`src/rtl/snake_pkg.sv`:
```
// Shared playfield geometry, coordinate widths and the apple spawn state encoding.
// Imported by the apple spawn controller and by the wall/bounds logic.
package snake_pkg;

    localparam int SCREEN_W   = 640;
    localparam int SCREEN_H   = 480;
    localparam int APPLE_SIZE = 10;
    localparam int BORDER     = 10;
    localparam int X_W        = 10;
    localparam int Y_W        = 9;
    localparam int SCORE_W    = 8;

    typedef enum logic [2:0] {
        ST_IDLE,
        ST_SAMPLE,
        ST_BOUNDS,
        ST_QUERY,
        ST_PLACED
    } spawn_state_e;

    // Score counter increment that sticks at all-ones instead of wrapping.
    function automatic logic [SCORE_W-1:0] sat_inc(input logic [SCORE_W-1:0] v);
        return (&v) ? v : v + 1'b1;
    endfunction

endpackage

```
`src/rtl/apple_spawn_ctrl_if.sv`:
```
// Signal bundle between the apple spawn controller, the random generator,
// the snake body checker and the apple renderer.
interface apple_spawn_ctrl_if;
    import snake_pkg::*;

    logic               start;
    logic               good_collision;
    logic [X_W-1:0]     rand_X;
    logic [Y_W-1:0]     rand_Y;
    logic               rand_next;
    logic               check_req;
    logic [X_W-1:0]     check_x;
    logic [Y_W-1:0]     check_y;
    logic               check_ack;
    logic               check_hit;
    logic [X_W-1:0]     appleX;
    logic [Y_W-1:0]     appleY;
    logic               apple_valid;
    logic               eaten;
    logic [SCORE_W-1:0] score;

    modport master (
        input  start, good_collision, rand_X, rand_Y, check_ack, check_hit,
        output rand_next, check_req, check_x, check_y,
               appleX, appleY, apple_valid, eaten, score
    );

    modport slave (
        output start, good_collision, rand_X, rand_Y, check_ack, check_hit,
        input  rand_next, check_req, check_x, check_y,
               appleX, appleY, apple_valid, eaten, score
    );

endinterface

```
`src/rtl/apple_bounds_chk.sv`:
```
// Combinational test that an apple-sized square at (x, y) lies fully inside the walls.
// Sums are widened to 11 bits so coordinates near the top of range cannot wrap.
module apple_bounds_chk
    import snake_pkg::*;
(
    input  logic [X_W-1:0] x_i,
    input  logic [Y_W-1:0] y_i,
    output logic           in_bounds_o
);

    logic [10:0] x_end;
    logic [10:0] y_end;

    assign x_end = {1'b0, x_i} + 11'(APPLE_SIZE);
    assign y_end = {2'b00, y_i} + 11'(APPLE_SIZE);

    assign in_bounds_o = (x_i >= X_W'(BORDER))
                      && (x_end <= 11'(SCREEN_W - BORDER))
                      && (y_i >= Y_W'(BORDER))
                      && (y_end <= 11'(SCREEN_H - BORDER));

endmodule

```
`src/rtl/apple_spawn_ctrl.sv`:
```
// Apple placement sequencer: samples random candidates, rejects wall/body overlaps,
// falls back to a fixed spot after repeated rejects, and counts apples eaten.
module apple_spawn_ctrl
    import snake_pkg::*;
#(
    parameter int MAX_RETRY  = 15,
    parameter int FALLBACK_X = 320,
    parameter int FALLBACK_Y = 240
) (
    input  logic               VGA_clk,
    input  logic               reset,
    apple_spawn_ctrl_if.master spawn_if
);

    localparam int RETRY_W = $clog2(MAX_RETRY + 1);

    spawn_state_e       state_q, state_d;
    logic               start_hist_q, coll_hist_q;
    logic [X_W-1:0]     cand_x_q, cand_x_d;
    logic [Y_W-1:0]     cand_y_q, cand_y_d;
    logic [RETRY_W-1:0] retry_q, retry_d;
    logic [X_W-1:0]     apple_x_q, apple_x_d;
    logic [Y_W-1:0]     apple_y_q, apple_y_d;
    logic               apple_valid_q, apple_valid_d;
    logic               rand_next_q, rand_next_d;
    logic               check_req_q, check_req_d;
    logic [X_W-1:0]     check_x_q, check_x_d;
    logic [Y_W-1:0]     check_y_q, check_y_d;
    logic               eaten_q, eaten_d;
    logic [SCORE_W-1:0] score_q, score_d;

    logic               start_rise, coll_rise, cand_in_bounds;
    logic               reject, commit;
    logic [X_W-1:0]     commit_x;
    logic [Y_W-1:0]     commit_y;

    apple_bounds_chk u_bounds (
        .x_i        (cand_x_q),
        .y_i        (cand_y_q),
        .in_bounds_o(cand_in_bounds)
    );

    assign start_rise = spawn_if.start & ~start_hist_q;
    assign coll_rise  = spawn_if.good_collision & ~coll_hist_q;

    always_comb begin
        state_d       = state_q;
        cand_x_d      = cand_x_q;
        cand_y_d      = cand_y_q;
        retry_d       = retry_q;
        apple_x_d     = apple_x_q;
        apple_y_d     = apple_y_q;
        apple_valid_d = apple_valid_q;
        rand_next_d   = 1'b0;
        check_req_d   = check_req_q;
        check_x_d     = check_x_q;
        check_y_d     = check_y_q;
        eaten_d       = 1'b0;
        score_d       = score_q;
        reject        = 1'b0;
        commit        = 1'b0;
        commit_x      = cand_x_q;
        commit_y      = cand_y_q;

        if (!spawn_if.start) begin
            // Game stopped: abandon any query, keep score and last apple position.
            state_d       = ST_IDLE;
            check_req_d   = 1'b0;
            apple_valid_d = 1'b0;
        end else begin
            case (state_q)
                ST_IDLE: begin
                    apple_valid_d = 1'b0;
                    if (start_rise) begin
                        score_d = '0;
                        retry_d = '0;
                        state_d = ST_SAMPLE;
                    end
                end
                ST_SAMPLE: begin
                    rand_next_d = 1'b1;
                    cand_x_d    = spawn_if.rand_X;
                    cand_y_d    = spawn_if.rand_Y;
                    state_d     = ST_BOUNDS;
                end
                ST_BOUNDS: begin
                    if (cand_in_bounds) begin
                        check_req_d = 1'b1;
                        check_x_d   = cand_x_q;
                        check_y_d   = cand_y_q;
                        state_d     = ST_QUERY;
                    end else begin
                        reject = 1'b1;
                    end
                end
                ST_QUERY: begin
                    if (spawn_if.check_ack) begin
                        check_req_d = 1'b0;
                        if (spawn_if.check_hit) begin
                            reject = 1'b1;
                        end else begin
                            commit = 1'b1;
                        end
                    end
                end
                ST_PLACED: begin
                    if (coll_rise) begin
                        eaten_d       = 1'b1;
                        score_d       = sat_inc(score_q);
                        apple_valid_d = 1'b0;
                        state_d       = ST_SAMPLE;
                    end
                end
                default: state_d = ST_IDLE;
            endcase

            // The reject that reaches the limit commits the fixed spot unchecked.
            if (reject) begin
                if (retry_q == RETRY_W'(MAX_RETRY - 1)) begin
                    commit   = 1'b1;
                    commit_x = X_W'(FALLBACK_X);
                    commit_y = Y_W'(FALLBACK_Y);
                end else begin
                    retry_d = retry_q + 1'b1;
                    state_d = ST_SAMPLE;
                end
            end

            if (commit) begin
                apple_x_d     = commit_x;
                apple_y_d     = commit_y;
                apple_valid_d = 1'b1;
                retry_d       = '0;
                state_d       = ST_PLACED;
            end
        end
    end

    always_ff @(posedge VGA_clk or posedge reset) begin
        if (reset) begin
            state_q       <= ST_IDLE;
            start_hist_q  <= 1'b0;
            coll_hist_q   <= 1'b0;
            cand_x_q      <= '0;
            cand_y_q      <= '0;
            retry_q       <= '0;
            apple_x_q     <= X_W'(FALLBACK_X);
            apple_y_q     <= Y_W'(FALLBACK_Y);
            apple_valid_q <= 1'b0;
            rand_next_q   <= 1'b0;
            check_req_q   <= 1'b0;
            check_x_q     <= '0;
            check_y_q     <= '0;
            eaten_q       <= 1'b0;
            score_q       <= '0;
        end else begin
            state_q       <= state_d;
            start_hist_q  <= spawn_if.start;
            coll_hist_q   <= spawn_if.good_collision;
            cand_x_q      <= cand_x_d;
            cand_y_q      <= cand_y_d;
            retry_q       <= retry_d;
            apple_x_q     <= apple_x_d;
            apple_y_q     <= apple_y_d;
            apple_valid_q <= apple_valid_d;
            rand_next_q   <= rand_next_d;
            check_req_q   <= check_req_d;
            check_x_q     <= check_x_d;
            check_y_q     <= check_y_d;
            eaten_q       <= eaten_d;
            score_q       <= score_d;
        end
    end

    assign spawn_if.rand_next   = rand_next_q;
    assign spawn_if.check_req   = check_req_q;
    assign spawn_if.check_x     = check_x_q;
    assign spawn_if.check_y     = check_y_q;
    assign spawn_if.appleX      = apple_x_q;
    assign spawn_if.appleY      = apple_y_q;
    assign spawn_if.apple_valid = apple_valid_q;
    assign spawn_if.eaten       = eaten_q;
    assign spawn_if.score       = score_q;

endmodule

```
`src/flat_wrapper.sv`:
```
// flat-port wrapper written by rule: the top's interface ports become plain ports
module apple_spawn_ctrl_flat import snake_pkg::*;
#(
    parameter int MAX_RETRY  = 15,
    parameter int FALLBACK_X = 320,
    parameter int FALLBACK_Y = 240
)
  (VGA_clk, reset, spawn_if_start, spawn_if_good_collision, spawn_if_rand_X, spawn_if_rand_Y, spawn_if_check_ack, spawn_if_check_hit, spawn_if_rand_next, spawn_if_check_req, spawn_if_check_x, spawn_if_check_y, spawn_if_appleX, spawn_if_appleY, spawn_if_apple_valid, spawn_if_eaten, spawn_if_score);
  apple_spawn_ctrl_if spawn_if_i ();
  input  logic VGA_clk;
  input  logic reset;
  input wire logic [$bits(spawn_if_i.start)-1:0] spawn_if_start;
  input wire logic [$bits(spawn_if_i.good_collision)-1:0] spawn_if_good_collision;
  input wire logic [$bits(spawn_if_i.rand_X)-1:0] spawn_if_rand_X;
  input wire logic [$bits(spawn_if_i.rand_Y)-1:0] spawn_if_rand_Y;
  input wire logic [$bits(spawn_if_i.check_ack)-1:0] spawn_if_check_ack;
  input wire logic [$bits(spawn_if_i.check_hit)-1:0] spawn_if_check_hit;
  output wire logic [$bits(spawn_if_i.rand_next)-1:0] spawn_if_rand_next;
  output wire logic [$bits(spawn_if_i.check_req)-1:0] spawn_if_check_req;
  output wire logic [$bits(spawn_if_i.check_x)-1:0] spawn_if_check_x;
  output wire logic [$bits(spawn_if_i.check_y)-1:0] spawn_if_check_y;
  output wire logic [$bits(spawn_if_i.appleX)-1:0] spawn_if_appleX;
  output wire logic [$bits(spawn_if_i.appleY)-1:0] spawn_if_appleY;
  output wire logic [$bits(spawn_if_i.apple_valid)-1:0] spawn_if_apple_valid;
  output wire logic [$bits(spawn_if_i.eaten)-1:0] spawn_if_eaten;
  output wire logic [$bits(spawn_if_i.score)-1:0] spawn_if_score;
  assign spawn_if_i.start = spawn_if_start;
  assign spawn_if_i.good_collision = spawn_if_good_collision;
  assign spawn_if_i.rand_X = spawn_if_rand_X;
  assign spawn_if_i.rand_Y = spawn_if_rand_Y;
  assign spawn_if_i.check_ack = spawn_if_check_ack;
  assign spawn_if_i.check_hit = spawn_if_check_hit;
  assign spawn_if_rand_next = spawn_if_i.rand_next;
  assign spawn_if_check_req = spawn_if_i.check_req;
  assign spawn_if_check_x = spawn_if_i.check_x;
  assign spawn_if_check_y = spawn_if_i.check_y;
  assign spawn_if_appleX = spawn_if_i.appleX;
  assign spawn_if_appleY = spawn_if_i.appleY;
  assign spawn_if_apple_valid = spawn_if_i.apple_valid;
  assign spawn_if_eaten = spawn_if_i.eaten;
  assign spawn_if_score = spawn_if_i.score;
  apple_spawn_ctrl #(.MAX_RETRY(MAX_RETRY), .FALLBACK_X(FALLBACK_X), .FALLBACK_Y(FALLBACK_Y)) u_core (.VGA_clk(VGA_clk), .reset(reset), .spawn_if(spawn_if_i));
endmodule
```
`config.mk`:
```
export PLATFORM = sky130hd
export DESIGN_NAME = apple_spawn_ctrl_flat
export DESIGN_NICKNAME = d
export VERILOG_FILES = /design/src/rtl/snake_pkg.sv /design/src/rtl/apple_spawn_ctrl_if.sv /design/src/rtl/apple_bounds_chk.sv /design/src/rtl/apple_spawn_ctrl.sv /design/src/flat_wrapper.sv
export SDC_FILE = /design/constraint.sdc
export NUM_CORES = 1
export LEC_CHECK = 0
export BUFFER_PORTS_ARGS = -buffer_cell sky130_fd_sc_hd__buf_2
export CAP_MARGIN = 25
export CORE_MARGIN = 2
export CORE_UTILIZATION = 58
export CTS_CLUSTER_SIZE = 16
export DETAILED_ROUTE_END_ITERATION = 8
export HOLD_SLACK_MARGIN = 0.02
export PLACE_DENSITY_LB_ADDON = 0.2
export SETUP_SLACK_MARGIN = 0.1
export SLEW_MARGIN = 5
export SYNTH_ARGS = -nofsm -noshare
export SYNTH_HDL_FRONTEND = slang
export SYNTH_HIERARCHICAL = 1
export SYNTH_SLANG_ARGS = --single-unit
```
`constraint.sdc`:
```
create_clock -name VGA_clk -period 4.6 [get_ports VGA_clk]
set_input_delay 0.69 -clock VGA_clk [delete_from_list [all_inputs] [get_ports VGA_clk]]
set_output_delay 0.69 -clock VGA_clk [all_outputs]
set_load 0.01 [all_outputs]
```
==> impl_metrics.ini, run 1 <==
[critical_path]
crit_path_cell_trace = inv_1 -> ha_1 -> o211ai_1 -> a21boi_0 -> nand2b_1 -> a31oi_1 -> nand2_1 -> nor3_4 -> mux2_2
timing.rr.start = u_core/cand_y_q[1]$_DFFE_PP0P_
crit_fanout = 19
required_ns = 4.83
crit_family = simple AND/OR/NAND/NOR gates
critPathBufInv = 1
path_class = reg2reg
critPathSlowestCell = nor3_4
cp_slowest_stage_delay_ns = 0.74
r2r_end = u_core/spawn_if.check_y[6]$_DFFE_PP0P_
r2r_slack_ns = 1.61
r2r_cells = 9
start_kind = flop
endpoint_kind = flop
arrival_ns = 3.23

[global_route]
grtUsageTotal = 0.238
grt_antenna_before_repair = 0
grt_pass1_wl_um = 11900
gr-total-overflow = 0
grt_max_degree = 47
grt_pass1_vias = 2524

[power]
power_leakage_nw = 2.02
combPwrFrac = 0.289
intPower_mw = 1.54
netSwitchingFraction = 0.359
power_mw = 2.41
vdd_drop_max_mv = 0.396
p_switching_mw = 0.864
power_frac_seq = 0.482
pwr_density_cell_mw_per_mm2 = 580
p_clk_frac = 0.229

[place]
port_buffers = 74
dpl.cell_count = 424
routabilityCongestion = 0.821
place.detailed.hpwl_um = 5080
place_area_mm2 = 0.00394

[sta]
fin_crit_sh = 0.651
tns_ns = 0
rsz0062_at_grt = false
hold_viol = 0
max-slew-margin-rel = 0.342
skew_ns = 0.00983
maxSlewViolCount = 0
setup_viol = 0
worst_slew_pin_slew_ns = 0.985
max_freq_mhz = 334
min_period_ns = 2.99

[drt]
detail_route.iter0.violations = 161
viasPerCell = 5.91
num_vias = 2599
drc = 0
drt-total-wl_um = 7260
wl_per_cell_um = 16.5
final_antenna_net_count = 0
first_pass_iters = 5

[cells_and_area]
multiInputGateArea_mm2 = 0.00146
stdcell_area_mm2 = 0.00415
area_growth_pct = 18.4
fill_cells = 431
diodes = 0
drive_above_1_share = 0.367
final_nets = 391
seq_area_mm2 = 0.00196
instances_no_fill = 440

[clock_tree]
clock-sinks = 78
clk_pin_slew_worst_paths_ns = 0.09
post_cts_buffers = 0
cts_buffer_depth = 2
cts_tree = yes
htreeDepth = 3
cts_resized = 0
cts_made_buffers = 9
clk_latency_ns = 0.35
cts_root_buffer = clkbuf_8
hold_buffers = 0

[logic_synthesis]
synth_edf_count = 0
ys_ff_latch = 78
synthCells = 282
synth_ff_type = dfrtp_1
syn_nets = 313
synth_top_area_cell = dfrtp_1
synth_cell_types = 52
synthTopCellsByArea = dfrtp_1, mux2_2, dfstp_2
synth_top_cell_area_share = 0.514
ys_warn_count = 6
async_flop_share = 1.00
netlist_area_mm2 = 0.00350
syn_area_per_cell_um2 = 12.4
synth-seq-area-share = 0.559

[job]
cap_violations = 0

[status]
outcome = complete, no violations

[floorplan]
core_mm2 = 0.00589
start_util = 0.595
ioPinCount = 75
fp-row-count = 28
die_y_um = 81.7
die_width_um = 81.7
die-area_mm2 = 0.00668

[worst_hold_path]
min_path_type = in2async
## worst max-delay path by stage
| stage | startpoint | to | slack, ns | cells past startpoint |
|---|---|---|---|---|
| 2_1_floorplan | reset | u_core/cand_x_q[0]$_DFFE_PP0P_ | 1.92 | 1 |
| 3_3_place_gp | u_core/cand_y_q[2]$_DFFE_PP0P_ | u_core/spawn_if.check_y[1]$_DFFE_PP0P_ | 1.66 | 8 |
| 3_5_place_dp | u_core/cand_y_q[1]$_DFFE_PP0P_ | u_core/spawn_if.check_y[4]$_DFFE_PP0P_ | 1.61 | 9 |
| 4_1_cts | u_core/cand_y_q[1]$_DFFE_PP0P_ | u_core/spawn_if.check_y[6]$_DFFE_PP0P_ | 1.59 | 9 |
| 5_1_grt | u_core/cand_y_q[1]$_DFFE_PP0P_ | u_core/spawn_if.check_y[5]$_DFFE_PP0P_ | 1.24 | 10 |
| 6_report | u_core/cand_y_q[1]$_DFFE_PP0P_ | u_core/spawn_if.check_y[6]$_DFFE_PP0P_ | 1.61 | 9 |
## cells by family after synthesis
family | Yosys count | share of synthesized area
adder cells (fa/ha/maj) | 6 | 0.0214
AND/OR/NAND/NOR | 71 | 0.121
AO/OA/AOI/OAI | 66 | 0.140
multiplexers | 41 | 0.131
flip-flops | 78 | 0.559
buffers and inverters | 20 | 0.0264
## per-layer routing
layer / vias up / routed length (um) / track usage
met5: - / 0 / 0
met4: 0 / 121 / 0.107
met3: 13 / 433 / 0.0462
met2: 90 / 3410 / 0.366
met1: 1277 / 3300 / 0.332
li1: 1219 / - / -
## layout make-up
cell class,instances,share of cell area
clock buffers,9,0.0299
clock inverters,7,0.0214
inverters,11,0.00995
multi-input cells,184,0.351
flip-flops and latches,78,0.472
well taps,75,0.0226
repair buffers,76,0.0929
## flip-flops by register name, summed over array words and instances (netlist names)
register                     flops
u_core/retry_q                   4
u_core/cand_y_q                  9
u_core/spawn_if.rand_next        1
u_core/coll_hist_q               1
u_core/spawn_if.check_req        1
u_core/state_q                   3
u_core/start_hist_q              1
u_core/cand_x_q                 10
u_core/spawn_if.appleX          10
u_core/spawn_if.score            8
u_core/spawn_if.check_y          9
u_core/spawn_if.appleY           9
u_core/spawn_if.apple_valid      1
u_core/spawn_if.eaten            1
u_core/spawn_if.check_x         10
## stage by stage
stage	util	worst slack, ns	hold WS, ns
after global placement	0.669	1.66	0.461
after CTS	0.705	1.59	0.454
final	0.705	1.61	0.434
after global routing	0.705	1.24	0.458
after detailed placement	0.669	1.61	0.471
after floorplan	-	1.92	0.506
## power by group through the flow
stage	logic, mW	registers (mW)	clock network (mW)
after floorplan	0.444	1.15	0
after global placement	0.668	1.16	0
after detailed placement	0.696	1.17	0
after CTS	0.701	1.16	0.558
after global routing	0.774	1.20	0.586
final	0.695	1.16	0.552
## synthesized netlist by cell type (6+ instances only)
| master | instances |
|---|---|
| mux2_2 | 26 |
| o22a_1 | 6 |
| ha_1 | 6 |
| a22o_1 | 13 |
| or4_1 | 6 |
| mux2_1 | 13 |
| o21ai_0 | 8 |
| nor2_1 | 7 |
| dfstp_2 | 6 |
| o31ai_1 | 7 |
| nand2_1 | 14 |
| inv_1 | 11 |
| nand3_1 | 15 |
| a21oi_1 | 11 |
| dfrtp_1 | 72 |
## worst register-to-register path, delay by kind of cell (launching register included)
family	cells	cell delay, ns
mux	1	0.42
flops	1	0.48
fa+ha+maj	1	0.32
compound gates	3	0.50
simple gates	3	1.02
buf+inv	1	0.13
## layout by cell type, fill, tap and decap left out, drive strengths merged, types with 2 or more instances in the layout
master / instances
inv: 16
nand2b: 4
a21oi: 11
nand3: 15
nand2: 14
clkbuf: 9
a221o: 2
nor3b: 2
a211oi: 2
nor2b: 3
buf: 76
o22a: 6
nor2: 8
dfstp: 6
or2: 2
o21ai: 9
or4: 6
nor3: 3
o31ai: 7
dfrtp: 72
mux2: 39
a22o: 13
and3: 5
a31oi: 3
ha: 6
nor4: 4
o211ai: 4
mux2i: 2
o211a: 2
No activity file was read; power rests on OpenSTA's default activity.
==> run 2, diff against run 1 <==
CORE_UTILIZATION = 49   (was 58)
clock period = 2.67 ns   (was 4.6 ns; I/O delays follow)
==> run 2 against run 1 <==
Effect of this change:
- sequential power is 71% higher
- final cell count grew 6.4%
- clock skew rose by 0.0048 ns
- routed wire length rose by 5.7%
- core utilization fell by 8.6 points
==> impl_metrics.ini, run 2 (synthesis gave the netlist of run 1 again) <==
[floorplan]
core_mm2 = 0.00687
ioPinCount = 75
die_y_um = 88.5
start_util = 0.510
fp-row-count = 30
die_width_um = 88.5
die-area_mm2 = 0.00784

[critical_path]
r2r_slack_ns = 0.25
cp_slowest_stage_delay_ns = 0.43
crit_family = compound AO/OA/AOI/OAI gates
critPathSlowestCell = dfrtp_2
crit_fanout = 13
timing.rr.start = u_core/cand_y_q[2]$_DFFE_PP0P_
arrival_ns = 2.66
r2r_end = u_core/spawn_if.appleX[9]$_DFFE_PP0P_
r2r_cells = 11
critPathBufInv = 2
start_kind = flop
crit_path_cell_trace = inv_1 -> ha_1 -> o211ai_1 -> nand3_1 -> o311a_1 -> a31oi_2 -> or2_4 -> a211oi_4 -> o21ai_1 -> buf_4 -> a22o_1
required_ns = 2.91
path_class = reg2reg
endpoint_kind = flop

[drt]
wl_per_cell_um = 16.4
drc = 0
drt-total-wl_um = 7680
num_vias = 2617
wl_met1_um = 3500
viasPerCell = 5.59
dr.max_layer_used = met4
first_pass_iters = 4
wl_met2_um = 3630
final_antenna_net_count = 0
met3_length_um = 386
detail_route.iter0.violations = 140

[place]
port_buffers = 74
place.detailed.hpwl_um = 5150
routabilityCongestion = 0.794
place_area_mm2 = 0.00402

[clock_tree]
cts_root_buffer = clkbuf_8
hold_buffers = 0
cts_made_buffers = 9
clock-sinks = 78
clk_pin_slew_worst_paths_ns = 0.08
htreeDepth = 3
clk_latency_ns = 0.36
cts_tree = yes
cts_buffer_depth = 2

[status]
outcome = complete, no violations

[cells_and_area]
drive_above_1_share = 0.390
fill_cells = 563
diodes = 0
stdcell_area_mm2 = 0.00425
final_nets = 398
final_common_cell = buf_2
final_cell_mix = buf_2, dfrtp_1, mux2_2
area_growth_pct = 21.4

[power]
pwr_density_cell_mw_per_mm2 = 977
vdd_drop_max_mv = 0.563
power_leakage_nw = 2.05

[global_route]
gr-total-overflow = 0
grtUsageTotal = 0.204
grt_pass1_wl_um = 12000
grt_antenna_before_repair = 0
grt_max_degree = 79
grt_pass1_vias = 2422

[sta]
rsz0062_at_grt = false
max_freq_mhz = 413
skew_ns = 0.0147
tns_ns = 0
worst_slew_pin_slew_ns = 0.622
fin_crit_sh = 0.907
min_period_ns = 2.42
hold_viol = 0
maxSlewViolCount = 0
max-slew-margin-rel = 0.583
setup_viol = 0

[job]
cap_violations = 0

[worst_hold_path]
min_path_type = in2async
run 2: cell types whose count changed in the layout (fill, tap and decap cells not counted), sizes merged:
| cell | change |
|---|---|
| buf | +7 |
| clkbuf | +2 |
| clkinv | +2 |
| clkinvlp | +1 |
| inv | -5 |
run 2: final cells by class:
type | instances | area (um^2) | share of cell area
clock buffers | 11 | 141 | 0.0333
multi-input cells | 184 | 1470 | 0.347
clock inverters | 5 | 58.8 | 0.0138
inverters | 11 | 41.3 | 0.00971
repair buffers | 83 | 454 | 0.107
well taps | 96 | 120 | 0.0283
flip-flops and latches | 78 | 1960 | 0.461
run 2: worst register-to-register path, cell delays in order (launching register included):
cell and delay (ns):
dfrtp_2 0.43, inv_1 0.06, ha_1 0.27, o211ai_1 0.11, nand3_1 0.11, o311a_1 0.19
a31oi_2 0.12, or2_4 0.28, a211oi_4 0.24, o21ai_1 0.09, buf_4 0.20, a22o_1 0.20
run 2: timing repair:
item	in CTS	in global routing
endpoints found under the setup margin	9	43
resized for setup	1	8
gates cloned	0	0
buffers inserted	0	1
pin swaps	0	1
run 2: worst max-delay path by stage:
| stage | cells past startpoint | slack, ns | endpoint | startpoint |
|---|---|---|---|---|
| finish | 11 | 0.25 | u_core/spawn_if.appleX[9]$_DFFE_PP0P_ | u_core/cand_y_q[2]$_DFFE_PP0P_ |
| global route | 11 | 0.11 | u_core/spawn_if.appleX[9]$_DFFE_PP0P_ | u_core/cand_y_q[2]$_DFFE_PP0P_ |
| CTS | 11 | 0.11 | u_core/spawn_if.appleX[9]$_DFFE_PP0P_ | u_core/cand_y_q[1]$_DFFE_PP0P_ |
| detailed placement | 10 | 0.10 | u_core/spawn_if.appleX[9]$_DFFE_PP0P_ | u_core/cand_y_q[2]$_DFFE_PP0P_ |
| global placement | 9 | 0.19 | u_core/spawn_if.check_x[0]$_DFFE_PP0P_ | u_core/cand_y_q[2]$_DFFE_PP0P_ |
| floorplan | 9 | 0.21 | u_core/spawn_if.check_x[2]$_DFFE_PP0P_ | u_core/cand_y_q[2]$_DFFE_PP0P_ |
run 2: stage by stage:
| step | power, mW | util | hold WS [ns] | std cells | worst slack, ns |
|---|---|---|---|---|---|
| final | 4.15 | 0.619 | 0.114 | 468 | 0.248 |
| after detailed placement | 3.23 | 0.585 | 0.469 | 451 | 0.101 |
| after global placement | 3.18 | 0.585 | 0.462 | 451 | 0.189 |
| after CTS | 4.14 | 0.614 | 0.144 | 467 | 0.112 |
| after floorplan | 2.75 | - | 0.432 | 282 | 0.210 |
| after global routing | 4.43 | 0.619 | 0.159 | 468 | 0.111 |
run 2: layer usage:
layer	vias up	GRT usage
li1	1236	-
met1	1282	0.279
met3	15	0.0532
met5	-	0
met4	0	0.0895
met2	84	0.309
run 2: report_power, final:
group	leakage (nW)	internal [mW]	switching (mW)
Clock	0.0955	0.457	0.430
Combinational	0.958	0.671	0.614
Sequential	0.996	1.58	0.398
